**src/rtl/uart_tx_arbiter.sv**
```systemverilog
// uart_tx_arbiter: packet-level round-robin sharing of one UART_TX serializer with launch timeout
module uart_tx_arbiter #(
  parameter int numReq = 4,
  parameter int dataWidth = 8,
  parameter int busyTimeout = 16
) (
  input  logic                          clk,
  input  logic                          rst,
  input  logic [numReq-1:0]             reqValid,
  input  logic [numReq*dataWidth-1:0]   reqData,
  input  logic [numReq-1:0]             reqLast,
  output logic [numReq-1:0]             reqReady,
  output logic [dataWidth-1:0]          txData,
  output logic                          txEn,
  input  logic                          txBusy,
  output logic [$clog2(numReq)-1:0]     grantId,
  output logic                          grantValid,
  output logic                          timeoutErr
);
  localparam int IW = $clog2(numReq);
  localparam int CW = $clog2(busyTimeout + 1);
  typedef enum logic [1:0] {IDLE, LAUNCH, DRAIN} state_t;
  state_t state, state_n;
  logic [IW-1:0] ptr, ptr_n, win, idx, grant_id_n;
  logic [CW-1:0] cnt, cnt_n;
  logic lock, lock_n, found, tx_en_n, grant_valid_n, timeout_n;
  logic [numReq-1:0] req_ready_n;
  logic [dataWidth-1:0] tx_data_n;
  logic [dataWidth-1:0] bytes [numReq];
  for (genvar i = 0; i < numReq; i++) begin : g_byte
    assign bytes[i] = reqData[i*dataWidth +: dataWidth];
  end
  always_comb begin
    state_n = state;
    ptr_n = ptr;
    lock_n = lock;
    cnt_n = cnt;
    tx_data_n = txData;
    tx_en_n = txEn;
    req_ready_n = '0;
    grant_id_n = grantId;
    grant_valid_n = grantValid;
    timeout_n = 1'b0;
    win = ptr;
    idx = '0;
    found = 1'b0;
    for (int k = numReq - 1; k >= 0; k--) begin
      idx = IW'((int'(ptr) + k) % numReq);
      if (reqValid[idx]) begin
        win = idx;
        found = 1'b1;
      end
    end
    if (lock) begin
      win = grantId;
      found = reqValid[grantId];
    end
    case (state)
      IDLE: if (!txBusy && found) begin
        state_n = LAUNCH;
        tx_data_n = bytes[win];
        tx_en_n = 1'b1;
        req_ready_n[win] = 1'b1;
        grant_id_n = win;
        grant_valid_n = 1'b1;
        cnt_n = '0;
        lock_n = !reqLast[win];
        ptr_n = reqLast[win] ? IW'((int'(win) + 1) % numReq) : ptr;
      end
      LAUNCH: begin
        cnt_n = cnt + 1'b1;
        if (txBusy) begin
          tx_en_n = 1'b0;
          state_n = DRAIN;
        end else if (cnt == CW'(busyTimeout - 1)) begin
          tx_en_n = 1'b0;
          timeout_n = 1'b1;
          lock_n = 1'b0;
          ptr_n = IW'((int'(grantId) + 1) % numReq);
          grant_valid_n = 1'b0;
          state_n = IDLE;
        end
      end
      DRAIN: if (!txBusy) begin
        state_n = IDLE;
        grant_valid_n = lock;
      end
      default: state_n = IDLE;
    endcase
  end
  always_ff @(posedge clk or posedge rst) begin
    if (rst) begin
      state <= IDLE;
      ptr <= '0;
      lock <= 1'b0;
      cnt <= '0;
      txData <= '0;
      txEn <= 1'b0;
      reqReady <= '0;
      grantId <= '0;
      grantValid <= 1'b0;
      timeoutErr <= 1'b0;
    end else begin
      state <= state_n;
      ptr <= ptr_n;
      lock <= lock_n;
      cnt <= cnt_n;
      txData <= tx_data_n;
      txEn <= tx_en_n;
      reqReady <= req_ready_n;
      grantId <= grant_id_n;
      grantValid <= grant_valid_n;
      timeoutErr <= timeout_n;
    end
  end
endmodule

```
**config.mk**
```make
export PLATFORM = sky130hd
export DESIGN_NAME = uart_tx_arbiter
export DESIGN_NICKNAME = d
export VERILOG_FILES = /design/src/rtl/uart_tx_arbiter.sv
export SDC_FILE = /design/constraint.sdc
export NUM_CORES = 1
export LEC_CHECK = 0
export BUFFER_PORTS_ARGS = -buffer_cell sky130_fd_sc_hd__buf_2
export CAP_MARGIN = 20
export CELL_PAD_IN_SITES_DETAIL_PLACEMENT = 1
export CELL_PAD_IN_SITES_GLOBAL_PLACEMENT = 2
export CORE_MARGIN = 5
export CORE_UTILIZATION = 31
export CTS_CLUSTER_SIZE = 25
export DETAILED_ROUTE_END_ITERATION = 7
export PLACE_DENSITY = 0.83
export SKIP_CTS_REPAIR_TIMING = 1
export SYNTH_ARGS = -nofsm -noshare
export SYNTH_HDL_FRONTEND = slang
export SYNTH_SLANG_ARGS = --single-unit
```
**constraint.sdc**
```tcl
create_clock -name clk -period 4.7 [get_ports clk]
set_clock_uncertainty 0.05 [all_clocks]
set_input_delay 0.94 -clock clk [delete_from_list [all_inputs] [get_ports clk]]
set_output_delay 0.94 -clock clk [all_outputs]
set_load 0.02 [all_outputs]
```
==> results by group, run 1 <==
Status
  – Outcome: finished, final reports clean

Route
  – First DRT Iteration DRCs: 38
  – DR WL met3: 146 µm
  – DRC viols: 0
  – Post-route ant nets: 0
  – DR top layer: met4
  – Vias per cell: 4.93
  – M1 wire length: 1.90 mm
  – DR WL met2: 2.52 mm
  – Wire length per cell: 15.9 µm
  – Vias: 1444
  – Drt total wl: 4.65 mm
  – First-pass DRT Iterations: 4

Power and ir drop
  – Power Total: 0.00124 W
  – Pwr Density: 602 nW/µm²
  – Leak pwr: 0.995 nW
  – Largest vdd supply drop: 0.181 mV

GRT
  – Via count of the first global-routing pass: 1534
  – Largest net degree at the start of global routing: 28
  – First-pass GRT wire length: 7.82 mm
  – Initial antenna violation count: 0
  – All-Layer GR Usage: 13.8%
  – GRT Residual Overflow: 0

Hold path
  – Hold crit path type: reg -> reg
  – Worst hold endpoint: txData[0]
  – Hold path depth: 2
  – Hold path start: txData[0]

Clock tree
  – Clk root buf: clkbuf_8
  – Clk slew on worst S/H paths: 0.09 ns
  – CTS tree: built
  – Skew-Pair Late Insertion Delay: 0.27 ns
  – Max clock buf depth: 2
  – Number of CTS-inserted buffers: 3
  – CTS Sinks: 27
  – CTS HTree Levels: 1

Synthesis
  – Post-Syn Nets: 212
  – Top post-synthesis cells by count: dfrtp_1, mux2i_1, nand2_1
  – Synth Instances: 167
  – Top cell type's share of synthesized area: 40.8%
  – Post-Synthesis Cell Area: 1660 µm²
  – Yosys top cell by area: dfrtp_1
  – Number of synthesized flops with an enable pin: 0
  – Syn. warnings: 0
  – Ranking of synthesized cells by area: dfrtp_1, mux2i_1, mux2_2, o21ai_0, nand2_1
  – Asr flop ratio synth: 100%
  – Flops & latches, synth: 27
  – Most common cell in the synthesized netlist: dfrtp_1
  – Sequential share of the synthesized area: 40.8%
  – Synth Flop Type: dfrtp_1
  – Avg Cell Area, Syn: 9.91 µm²
  – Netlist cell types: 43

Critical path
  – Worst path cell trace: buf_2 > nand2b_1 > a32oi_1 > a22o_1 > mux2i_1 > a211o_2 > mux2_2
  – Critical path class: in -> reg
  – R2r setup slk: 2.17 ns
  – Max incr delay on CP: 0.66 ns
  – Delay-heaviest family, CP: compound AO/OA/AOI/OAI gates
  – CP bufs+invs: 1
  – R2R depth: 7
  – R2r startpoint: ptr[1]
  – Critical path endpoint category: flip-flop
  – Crit Path Max Fanout: 16
  – Startpoint types: input pin
  – Slowest CP cell: a22o_1
  – CP Data Required Time: 4.81 ns
  – Worst EP arrival: 2.95 ns
  – CP startpoint: reqValid[0]
  – R2R Path End: txData[5]

STA
  – Final Hold Viols: 0
  – Fin worst setup slack: 1.87 ns
  – Max frequency: 353 MHz
  – Worst Tran Pin Value: 0.798 ns
  – Final period util: 60.3%
  – TNS Setup: 0 ns
  – Final Max Slew Viols: 0
  – RSZ-0062 raised after global routing: false
  – Setup Viol. Count Final: 0
  – Post-layout minimum cycle time: 2.83 ns
  – Relative slew slack: 46.8%

Final layout
  – Share of layout cells above drive strength 1: 38.1%
  – Final cell count without fillers: 293
  – Synth-to-Final Area Change: 24.6%
  – Diodes inserted: 0
  – Post-layout nets: 269

Floorplan
  – Io pins: 60
  – Starting density of the core: 32.2%
  – Num rows: 26
  – Die Y: 83.1 µm
  – Die area: 6900 µm²
  – Core area: 5140 µm²
  – Die W: 83.1 µm

Flow run
  – # Max-Cap Violations: 0

Placed design
  – Post-Place Cells: 288
  – DP HPWL: 3.71 mm
  – GP Congestion: 0.756
  – Port bufs: 59
  – Pre-CTS WS: 1.55 ns
## sequential cells by signal, indices dropped and copies added (netlist names)
register    cells
txEn            1
txData          8
grantId         2
state           2
lock            1
grantValid      1
reqReady        4
cnt             5
ptr             2
timeoutErr      1
## through the flow
stage,hold slack [ns],area [µm²],utilization [%]
after floorplan,0.400,1660,-
after global placement,0.409,1990,38.7
after detailed placement,0.421,1990,38.7
after CTS,0.446,2030,39.6
after global routing,0.471,2060,40.1
final,0.437,2060,40.1
## worst reg2reg max path, delay by kind of cell (launching register included)
kind / cells / cell delay, ns
flip-flops: 1 / 0.48
multiplexers: 2 / 0.37
AND/OR/NAND/NOR: 1 / 0.65
AO/OA/AOI/OAI: 3 / 0.56
buffers and inverters: 1 / 0.34
## report_power, final
group / total (W) / internal [W] / switching [W] / leakage [nW]
logic: 0.000708 / 0.000313 / 0.000394 / 0.627
clock network: 0.000131 / 0.0000593 / 0.0000715 / 0.0255
registers: 0.000403 / 0.000318 / 0.0000854 / 0.342
## cell usage in the layout, fill, tap and decap left out, types with 2 or more instances in the layout
| cell | netlist | final |
|---|---|---|
| nor3b_1 | 2 | 2 |
| or3_1 | 2 | 2 |
| nand3_1 | 2 | 2 |
| inv_1 | 6 | 6 |
| mux2_2 | 13 | 13 |
| mux2i_1 | 19 | 19 |
| a21oi_1 | 5 | 5 |
| nand2_1 | 19 | 19 |
| nand2b_1 | 2 | 2 |
| a31oi_1 | 2 | 2 |
| ha_1 | 2 | 2 |
| a22o_1 | 2 | 2 |
| o21ai_0 | 17 | 17 |
| dfrtp_1 | 27 | 27 |
| nor2_1 | 12 | 12 |
| nor3_1 | 4 | 4 |
| buf_2 | 3 | 59 |
| clkbuf_8 | 0 | 3 |
## cell type report
class | count | area (µm²)
Sequential cell | 27 | 676
Timing Repair Buffer | 61 | 330
Clock inverter | 1 | 5.00
Tap cell | 70 | 87.6
Fill cell | 630 | 3080
Clock buffer | 3 | 41.3
Inverter | 6 | 22.5
Multi-Input combinational cell | 125 | 900
## worst max path at each step
stage                            to  slack, ns  depth (start not counted)
after floorplan              ptr[0]       2.12                          6
after global placement       ptr[1]       1.60                          7
after detailed placement  txData[5]       1.55                          8
after CTS                 txData[5]       1.84                          8
after global routing      txData[5]       1.69                          8
final                        ptr[1]       1.87                          7
## logic make-up after synthesis
logic type	after synthesis	synth area share, %
multiplexers	33	21.7
buffers and inverters	15	4.84
adder cells (fa/ha/maj)	2	1.51
flip-flops	27	40.8
XOR/XNOR	1	0.529
AND/OR/NAND/NOR	50	14.3
AO/OA/AOI/OAI	39	16.3
## layer usage
metal	up-vias	track usage, %
met2	26	25.1
met4	0	4.75
met3	6	2.28
li1	717	-
met1	695	16.2
met5	-	0
Note: power is estimated with default switching activity, not from simulation.
==> run 2, diff against run 1 <==
Settings changed: CORE_UTILIZATION 31 to 29, PLACE_DENSITY 0.83 to 0.78.
Clock period 4.7 ns to 2.9 ns, I/O delays scaled along.
==> run 2 against run 1 <==
  * Power rose by 65%
  * Die area increased by 6.0%
  * Combinational power rose by 67%
  * Cell count up 2.0%
  * Critical endpoint is now txData[5]
  * Largest cell class unchanged
==> results by group, run 2 (synthesized netlist as in run 1, its figures left out) <==
STA
  – Relative slew slack: 42.8%
  – Setup Viol. Count Final: 0
  – Final Max Slew Viols: 0
  – Final Hold Viols: 0
  – RSZ-0062 raised after global routing: false
  – Worst Tran Pin Value: 0.858 ns
  – TNS Setup: 0 ns
  – Max frequency: 407 MHz
  – Final period util: 84.8%
  – Post-layout minimum cycle time: 2.46 ns

Floorplan
  – Die Y: 85.6 µm
  – Die W: 85.6 µm
  – Die area: 7320 µm²
  – Core area: 5540 µm²
  – Io pins: 60
  – Starting density of the core: 29.9%
  – Num rows: 27

Route
  – Drt total wl: 4.60 mm
  – Wire length per cell: 15.4 µm
  – First-pass DRT Iterations: 4
  – DRC viols: 0
  – First DRT Iteration DRCs: 43
  – Vias: 1459
  – Post-route ant nets: 0
  – Vias per cell: 4.88

GRT
  – Via count of the first global-routing pass: 1554
  – GRT Residual Overflow: 0
  – All-Layer GR Usage: 13.4%
  – First-pass GRT wire length: 7.83 mm
  – Largest net degree at the start of global routing: 28
  – Initial antenna violation count: 0

Critical path
  – R2r setup slk: 0.44 ns
  – Critical path destination: txData[5]
  – R2R depth: 7
  – R2R Path End: txData[5]
  – Critical path class: reg -> reg
  – Slowest CP cell: nor2_2
  – Startpoint types: flip-flop
  – R2r startpoint: lock
  – Worst EP arrival: 2.61 ns
  – Crit Path Max Fanout: 15
  – CP Data Required Time: 3.05 ns
  – Worst path cell trace: mux2_2 > a31oi_1 > nor2_2 > buf_4 > mux2i_1 > mux2_2 > o21ai_0
  – Crit path top cell by count: mux2_2
  – Max incr delay on CP: 0.68 ns
  – Critical path endpoint category: flip-flop
  – CP startpoint: lock

Clock tree
  – CTS HTree Levels: 1
  – Max clock buf depth: 2
  – Clk slew on worst S/H paths: 0.10 ns
  – CTS Sinks: 27
  – CTS tree: built
  – Skew-Pair Late Insertion Delay: 0.27 ns
  – Clk root buf: clkbuf_8
  – Number of CTS-inserted buffers: 3

Power and ir drop
  – Power Total: 0.00205 W
  – Pwr Density: 985 nW/µm²
  – Largest vdd supply drop: 0.312 mV
  – Leak pwr: 1.00 nW

Final layout
  – Share of layout cells above drive strength 1: 39.2%
  – FILL cells: 676
  – Most common cell after layout, fill and taps aside: buf_2
  – Register area: 676 µm²
  – Top flop regs: txData (8), cnt (5), reqReady (4)
  – Synth-to-Final Area Change: 25.5%
  – Footprint of the multi-input gates: 900 µm²
  – Post-layout nets: 273
  – Most frequent cells in the layout: buf_2, dfrtp_1, mux2i_1, nand2_1, o21ai_0
  – Largest register FFs: 8
  – Diodes inserted: 0
  – Top reg by flops: txData

Placed design
  – DP HPWL: 3.62 mm
  – Port bufs: 59
  – GP Congestion: 0.714

Hold path
  – Hold crit path type: in -> async

Status
  – Outcome: finished, final reports clean

Flow run
  – # Max-Cap Violations: 0
==> run 2: area by class of cell <==
class	instances	area share (%)
Clock buffer	3	1.99
Clock inverter	1	0.361
Inverter	6	1.08
Multi-Input combinational cell	125	43.3
Sequential cell	27	32.5
Tap cell	72	4.34
Timing Repair Buffer	65	16.4
==> run 2: stage by stage <==
step / worst slack, ns / utilization [%] / instance area (µm²) / cells / hold slack (ns)
floorplan: 0.683 / - / 1660 / 167 / 0.400
detailed placement: 0.141 / 36.6 / 2030 / 295 / 0.425
CTS: 0.381 / 37.5 / 2080 / 299 / 0.303
global placement: 0.262 / 36.6 / 2030 / 295 / 0.410
global route: 0.224 / 37.5 / 2080 / 299 / 0.334
finish: 0.442 / 37.5 / 2080 / 299 / 0.299
==> run 2: worst min-delay path by stage <==
| stage | start | endpoint | slack (ns) | cells past startpoint |
|---|---|---|---|---|
| final | rst | txData[5] | 0.30 | 3 |
| after global routing | rst | txData[5] | 0.33 | 3 |
| after CTS | rst | txData[5] | 0.30 | 3 |
| after detailed placement | cnt[4] | cnt[4] | 0.43 | 2 |
| after global placement | cnt[4] | cnt[4] | 0.41 | 2 |
| after floorplan | cnt[4] | cnt[4] | 0.40 | 2 |
==> run 2: worst max-delay path, delay by kind of cell, from the launching register on <==
family	cells	cell delay [ns]
buffers and inverters	1	0.33
DFF	1	0.49
AOI/OAI and AO/OA	2	0.22
and+or+nand+nor	1	0.68
muxes	3	0.60
==> run 2: layer usage <==
layer	wire length (µm)	vias to the layer above	GRT usage [%]	share of wire, %
met4	64	0	4.32	1.4
met2	2070	35	20.8	45
met3	257	7	2.59	5.6
li1	-	718	-	-
met1	2200	699	18.6	48
met5	0	-	0	0
==> run 2: power breakdown <==
group / internal (W) / leakage, nW / total [W] / switching [W]
registers: 0.000515 / 0.342 / 0.000648 / 0.000133
logic: 0.000537 / 0.639 / 0.00118 / 0.000638
clock network: 0.0000977 / 0.0217 / 0.000222 / 0.000125
total: 0.00115 / 1.00 / 0.00205 / 0.000896
